**src/rtl/apb_pkg.sv**
```systemverilog
`default_nettype none
// ============================================================================
//  Module      : apb_pkg
//  Description : Shared types and constants for the APB4 initiator.
//  Revision    : 1.0 - initial release
// ============================================================================
package apb_pkg;

    localparam int APB_ADDR_W = 12;
    localparam int APB_DATA_W = 32;
    localparam int APB_STRB_W = APB_DATA_W / 8;

    // Transfer phases of the initiator
    typedef enum logic [1:0] {
        IDLE   = 2'd0,
        SETUP  = 2'd1,
        ACCESS = 2'd2,
        RESP   = 2'd3
    } apb_state_e;

    // One register command as issued by the agent
    typedef struct packed {
        logic                  write;
        logic [APB_ADDR_W-1:0] addr;
        logic [APB_DATA_W-1:0] wdata;
        logic [APB_STRB_W-1:0] strb;
    } apb_cmd_t;

endpackage
`default_nettype wire

```
**src/rtl/apb_wait_timer.sv**
```systemverilog
`default_nettype none
// ============================================================================
//  Module      : apb_wait_timer
//  Description : Counts ACCESS wait states; flags expiry on the last allowed
//                cycle. TIMEOUT_CYCLES = 0 disables expiry entirely.
//  Revision    : 1.0 - initial release
// ============================================================================
module apb_wait_timer #(
    parameter int unsigned TIMEOUT_CYCLES = 16
) (
    input  logic clk_i,
    input  logic rst_i,
    input  logic clear_i,
    input  logic enable_i,
    output logic expire_o
);

    if (TIMEOUT_CYCLES == 0) begin : g_no_timeout
        // Timeout disabled: expiry never fires
        assign expire_o = 1'b0;
    end else begin : g_timeout
        localparam int CNT_W = (TIMEOUT_CYCLES > 1) ? $clog2(TIMEOUT_CYCLES) : 1;
        localparam logic [CNT_W-1:0] LAST = CNT_W'(TIMEOUT_CYCLES - 1);

        logic [CNT_W-1:0] count_q;
        logic [CNT_W-1:0] count_d;

        // Next count: clear wins, otherwise count one wait state, saturating at LAST
        always_comb begin
            count_d = count_q;
            if (clear_i) begin
                count_d = '0;
            end else if (enable_i && (count_q != LAST)) begin
                count_d = count_q + CNT_W'(1);
            end
        end

        // Counter register
        always_ff @(posedge clk_i) begin
            if (rst_i) begin
                count_q <= '0;
            end else begin
                count_q <= count_d;
            end
        end

        // Expiry means the current ACCESS cycle is the last one allowed
        assign expire_o = (count_q == LAST);
    end

endmodule
`default_nettype wire

```
**src/rtl/apb_master.sv**
```systemverilog
`default_nettype none
// ============================================================================
//  Module      : apb_master
//  Description : APB4 initiator. Turns single agent commands into SETUP/ACCESS
//                transfers and returns read data or an error/timeout response.
//                All outputs are registered.
//  Revision    : 1.0 - initial release
// ============================================================================
module apb_master
    import apb_pkg::*;
#(
    parameter int          ADDR_W         = APB_ADDR_W,
    parameter int          DATA_W         = APB_DATA_W,
    parameter int unsigned TIMEOUT_CYCLES = 16
) (
    input  logic                  pclk,
    input  logic                  prst,
    // command side
    input  logic                  cmd_valid,
    output logic                  cmd_ready,
    input  logic                  cmd_write,
    input  logic [ADDR_W-1:0]     cmd_addr,
    input  logic [DATA_W-1:0]     cmd_wdata,
    input  logic [DATA_W/8-1:0]   cmd_strb,
    // response side
    output logic                  rsp_valid,
    input  logic                  rsp_ready,
    output logic [DATA_W-1:0]     rsp_rdata,
    output logic                  rsp_err,
    output logic                  rsp_timeout,
    // APB side
    output logic [ADDR_W-1:0]     paddr,
    output logic                  psel,
    output logic                  penable,
    output logic                  pwrite,
    output logic [DATA_W-1:0]     pwdata,
    output logic [DATA_W/8-1:0]   pstrb,
    input  logic                  pready,
    input  logic [DATA_W-1:0]     prdata,
    input  logic                  pslverr
);

    localparam int STRB_W = DATA_W / 8;

    apb_state_e         state_q,       state_d;
    logic               cmd_ready_q,   cmd_ready_d;
    logic               psel_q,        psel_d;
    logic               penable_q,     penable_d;
    logic               pwrite_q,      pwrite_d;
    logic [ADDR_W-1:0]  paddr_q,       paddr_d;
    logic [DATA_W-1:0]  pwdata_q,      pwdata_d;
    logic [STRB_W-1:0]  pstrb_q,       pstrb_d;
    logic               rsp_valid_q,   rsp_valid_d;
    logic [DATA_W-1:0]  rsp_rdata_q,   rsp_rdata_d;
    logic               rsp_err_q,     rsp_err_d;
    logic               rsp_timeout_q, rsp_timeout_d;

    logic timer_clear;
    logic timer_en;
    logic timer_expire;

    apb_wait_timer #(
        .TIMEOUT_CYCLES (TIMEOUT_CYCLES)
    ) u_wait_timer (
        .clk_i    (pclk),
        .rst_i    (prst),
        .clear_i  (timer_clear),
        .enable_i (timer_en),
        .expire_o (timer_expire)
    );

    // Next-state and next-output logic; every register holds unless a phase changes it
    always_comb begin
        state_d       = state_q;
        cmd_ready_d   = cmd_ready_q;
        psel_d        = psel_q;
        penable_d     = penable_q;
        pwrite_d      = pwrite_q;
        paddr_d       = paddr_q;
        pwdata_d      = pwdata_q;
        pstrb_d       = pstrb_q;
        rsp_valid_d   = rsp_valid_q;
        rsp_rdata_d   = rsp_rdata_q;
        rsp_err_d     = rsp_err_q;
        rsp_timeout_d = rsp_timeout_q;
        timer_clear   = 1'b0;
        timer_en      = 1'b0;

        case (state_q)
            IDLE: begin
                if (cmd_valid && cmd_ready_q) begin
                    state_d     = SETUP;
                    cmd_ready_d = 1'b0;
                    psel_d      = 1'b1;
                    penable_d   = 1'b0;
                    paddr_d     = cmd_addr;
                    pwrite_d    = cmd_write;
                    // Reads carry no data or strobes on the bus
                    pwdata_d    = cmd_write ? cmd_wdata : '0;
                    pstrb_d     = cmd_write ? cmd_strb  : '0;
                end
            end

            SETUP: begin
                // pready is not looked at here; ACCESS always follows
                state_d     = ACCESS;
                penable_d   = 1'b1;
                timer_clear = 1'b1;
            end

            ACCESS: begin
                if (pready) begin
                    state_d       = RESP;
                    rsp_rdata_d   = pwrite_q ? '0 : prdata;
                    rsp_err_d     = pslverr;
                    rsp_timeout_d = 1'b0;
                end else if (timer_expire) begin
                    state_d       = RESP;
                    rsp_rdata_d   = '0;
                    rsp_err_d     = 1'b1;
                    rsp_timeout_d = 1'b1;
                end else begin
                    timer_en = 1'b1;
                end

                if (state_d == RESP) begin
                    rsp_valid_d = 1'b1;
                    psel_d      = 1'b0;
                    penable_d   = 1'b0;
                    paddr_d     = '0;
                    pwdata_d    = '0;
                    pstrb_d     = '0;
                end
            end

            RESP: begin
                if (rsp_ready) begin
                    state_d       = IDLE;
                    rsp_valid_d   = 1'b0;
                    cmd_ready_d   = 1'b1;
                    rsp_rdata_d   = '0;
                    rsp_err_d     = 1'b0;
                    rsp_timeout_d = 1'b0;
                end
            end

            default: begin
                state_d     = IDLE;
                cmd_ready_d = 1'b1;
                psel_d      = 1'b0;
                penable_d   = 1'b0;
                rsp_valid_d = 1'b0;
            end
        endcase
    end

    // State and output registers; reset abandons any transfer and pending response
    always_ff @(posedge pclk) begin
        if (prst) begin
            state_q       <= IDLE;
            cmd_ready_q   <= 1'b1;
            psel_q        <= 1'b0;
            penable_q     <= 1'b0;
            pwrite_q      <= 1'b0;
            paddr_q       <= '0;
            pwdata_q      <= '0;
            pstrb_q       <= '0;
            rsp_valid_q   <= 1'b0;
            rsp_rdata_q   <= '0;
            rsp_err_q     <= 1'b0;
            rsp_timeout_q <= 1'b0;
        end else begin
            state_q       <= state_d;
            cmd_ready_q   <= cmd_ready_d;
            psel_q        <= psel_d;
            penable_q     <= penable_d;
            pwrite_q      <= pwrite_d;
            paddr_q       <= paddr_d;
            pwdata_q      <= pwdata_d;
            pstrb_q       <= pstrb_d;
            rsp_valid_q   <= rsp_valid_d;
            rsp_rdata_q   <= rsp_rdata_d;
            rsp_err_q     <= rsp_err_d;
            rsp_timeout_q <= rsp_timeout_d;
        end
    end

    assign cmd_ready   = cmd_ready_q;
    assign psel        = psel_q;
    assign penable     = penable_q;
    assign pwrite      = pwrite_q;
    assign paddr       = paddr_q;
    assign pwdata      = pwdata_q;
    assign pstrb       = pstrb_q;
    assign rsp_valid   = rsp_valid_q;
    assign rsp_rdata   = rsp_rdata_q;
    assign rsp_err     = rsp_err_q;
    assign rsp_timeout = rsp_timeout_q;

endmodule
`default_nettype wire

```
**config.mk**
```make
export PLATFORM = sky130hd
export DESIGN_NAME = apb_master
export DESIGN_NICKNAME = d
export VERILOG_FILES = /design/src/rtl/apb_pkg.sv /design/src/rtl/apb_wait_timer.sv /design/src/rtl/apb_master.sv
export SDC_FILE = /design/constraint.sdc
export NUM_CORES = 1
export LEC_CHECK = 0
export BUFFER_PORTS_ARGS = -buffer_cell sky130_fd_sc_hd__buf_2
export CAP_MARGIN = 5
export CORE_UTILIZATION = 36
export CTS_BUF_LIST = sky130_fd_sc_hd__clkbuf_8
export DETAILED_ROUTE_END_ITERATION = 10
export GPL_TIMING_DRIVEN = 0
export PLACE_DENSITY = 0.73
export REMOVE_ABC_BUFFERS = 1
export SETUP_SLACK_MARGIN = 0.05
export SYNTH_ARGS = -nofsm -noshare
export SYNTH_HDL_FRONTEND = slang
export SYNTH_SLANG_ARGS = --single-unit
```
**constraint.sdc**
```tcl
create_clock -name pclk -period 1.8 [get_ports pclk]
set_clock_uncertainty 0.1 [all_clocks]
set_input_delay 0.09 -clock pclk [delete_from_list [all_inputs] [get_ports pclk]]
set_output_delay 0.09 -clock pclk [all_outputs]
set_load 0.1 [all_outputs]
```
==> results.yml <==
sta:
  max_freq_mhz: 584.1
  timing.hold.ws_ns: 0.04057
  setup-violations-final: 0
  fin_ws_ns: 0.08783
  worst_slew_pin_slew_ns: 1.062
  timing.slew.headroom: 0.2918
  fin_crit_ns: 1.712
  grt_setup_unrepaired: "true"
  slew_violations: 0
  finalHoldViolCount: 0
  fin_crit_sh: 0.9512
worst_hold_path:
  hold_class: "in2reg"
worst_setup_path:
  critical_path_class: "reg2reg"
  critical_path_buf_inv_count: 1
  slowest_stage: "a311o_2"
  critical_path.endpoint_type: "flop"
  arrival_ns: 1.92
  cp_max_fo: 7
  critPathMaxStageDelay_ns: 0.40
  crit_path_cell_trace: "ha_4 -> a311o_2 -> a31oi_4 -> buf_6 -> a22o_1"
  required_ns: 2.00
  start_kind: "flop"
  crit_family: "compound AO/OA/AOI/OAI gates"
synthesis:
  ys_types: 34
  avgSynthCellArea_um2: 9.630
  synth_cells: 379
  synth-edff-count: 0
  synth_flop_cell: "dfxtp_1"
  synth_area_leaders: "dfxtp_1 51%, o211ai_1 8.2%, a22o_1 7.7%"
  synthesis.area_mm2: 0.003650
  async_flop_share: 0
  ys_warn_count: 0
  synth-seq-cells: 93
  synth.most_common_cell: "dfxtp_1"
  synth_commonest_cells: "93 x dfxtp_1, 47 x a21oi_1, 42 x nand3_1"
  synth.largest_area_cell: "dfxtp_1"
  synth_top_area_frac: 0.5101
  ys_seq_area_frac: 0.5101
global_routing:
  grt_pass1_vias: 3878
  grt_remaining_overflow: 0
  grt_usage: 0.2225
  grt_max_degree: 53
  grt_first_pass_wirelength_mm: 18.33
  antenna_found_initial: 0
power:
  share_comb_of_total_power: 0.295
  power_density_mw_per_mm2: 920.2
  switching_power_mw: 2.026
  switching_share: 0.3816
  power_mw: 5.310
  p_seq_frac: 0.423
  clockPowerShare: 0.283
  p_leak_nw: 2.504
  internal-power_mw: 3.284
  ir_worst_vdd_mv: 0.5286
route:
  wl_per_cell_um: 16.94
  viasPerCell: 5.286
  drt-initial-drc-count: 159
  final_antenna_net_count: 0
  vias: 3991
  wirelength_mm: 12.79
  drt-pass1-iter-count: 5
  drc: 0
floorplan:
  rows: 36
  pin_count: 174
  die_w_um: 102.7
  die_area_mm2: 0.01055
  core_mm2: 0.009819
  die-height_um: 102.7
  start_util: 0.3717
place:
  dp_worst_setup_slack_ns: -1.173
  postPlaceCellArea_mm2: 0.004578
  hpwl_mm: 7.049
  io_buffers: 173
  place_congestion: 0.7450
cts:
  cts_root_buffer: "clkbuf_8"
  htreeDepth: 3
  clkLatencyLatePin_ns: 0.35
  ctsLongestPathBuffers: 2
  cts.clk_slew.worst_paths_ns: 0.11
  cts_buffers: 9
  clock_sinks: 93
  cts_tree: "done"
finish:
  num_antenna_cells: 0
  syn_to_final_growth_pct: 58.11
  nets: 705
  drive_gt1_frac: 0.3521
  final_cell_area_mm2: 0.005771
  post-route-util: 0.5877
run_status:
  status: "completed"
run:
  max_cap_violations: 0
[what timing repair did]
item	CTS	global route
cloned	2	1
gates resized for setup	10	7
pin swaps	6	2
setup buffers	7	1
setup endpoints to repair	86	59
hold endpoints to repair	83	0
hold buffers	81	0
[flip-flops by register name (all words and copies together), names as in the netlist, 2 cells and up]
register	flops
pwdata	32
pstrb	4
u_wait_timer.g_timeout.count_q	4
state_q	2
paddr	12
rsp_rdata	32
[cells by family (layout without fill, tap and decap cells)]
kind of cell               after synthesis  count (layout)  synth area share
and+or+nand+nor                         89              91            0.1279
adders and majority gates                1               1          0.003428
muxes                                   12              12           0.03291
AOI/OAI and AO/OA                      138             139            0.2633
buffers and inverters                   46             286           0.06239
DFF                                     93              93            0.5101
[stage by stage]
step	TNS [ns]	std cells
finish	0	755
global route	0	755
CTS	0	753
detailed placement	-46.64	647
global placement	-171.98	643
floorplan	-95.58	337
[power groups by stage]
stage / sequential [mW] / clock, mW / combinational (mW)
global placement: 2.27 / 0 / 1.28
detailed placement: 2.28 / 0 / 1.34
finish: 2.25 / 1.50 / 1.56
global route: 2.26 / 1.62 / 1.63
CTS: 2.24 / 1.54 / 1.53
floorplan: 2.95 / 0 / 0.295
[cell type report]
cell class / count / area (µm²)
repair buffers: 266 / 1847
inverters: 4 / 15.01
flip-flops and latches: 93 / 1873
fillers: 864 / 4049
clock inverters: 7 / 86.33
well taps: 133 / 166.4
multi-input cells: 243 / 1659
clock buffers: 9 / 123.9
[cells in the final DEF (no fill, tap or decap), types with 4 or more instances in the layout]
cell type and count:
dfxtp_1 88, a22o_1 32, o211ai_1 40, nand2_1 27, mux2i_1 12, dlygate4sd3_1 81
nand3_1 42, inv_1 4, buf_2 173, buf_6 4, a21oi_1 47, clkbuf_8 9
o21ai_0 6, nor2b_1 4
[routing by layer]
layer,vias to the layer above,track usage,wire (µm)
li1,1889,-,-
met1,1933,0.2655,5426
met2,139,0.3846,6452
met3,30,0.04407,584
met4,0,0.1033,325
met5,-,0,0
[final timing paths]
check,from,endpoint,slack [ns],cells past startpoint
worst min register to register,pwdata[31],pwdata[31],0.37,2
worst max register to register,u_wait_timer.g_timeout.count_q[0],rsp_rdata[9],0.09,5
worst max-delay path,u_wait_timer.g_timeout.count_q[0],rsp_rdata[9],0.09,5
worst min-delay path,pslverr,rsp_err,0.04,4
[tightest hold or removal path, stage by stage]
cell and delay (ns):
buf_2 0.08, nor2b_1 0.04, nor3_1 0.13, o21a_1 0.13
(Power assumes the default switching activity.)
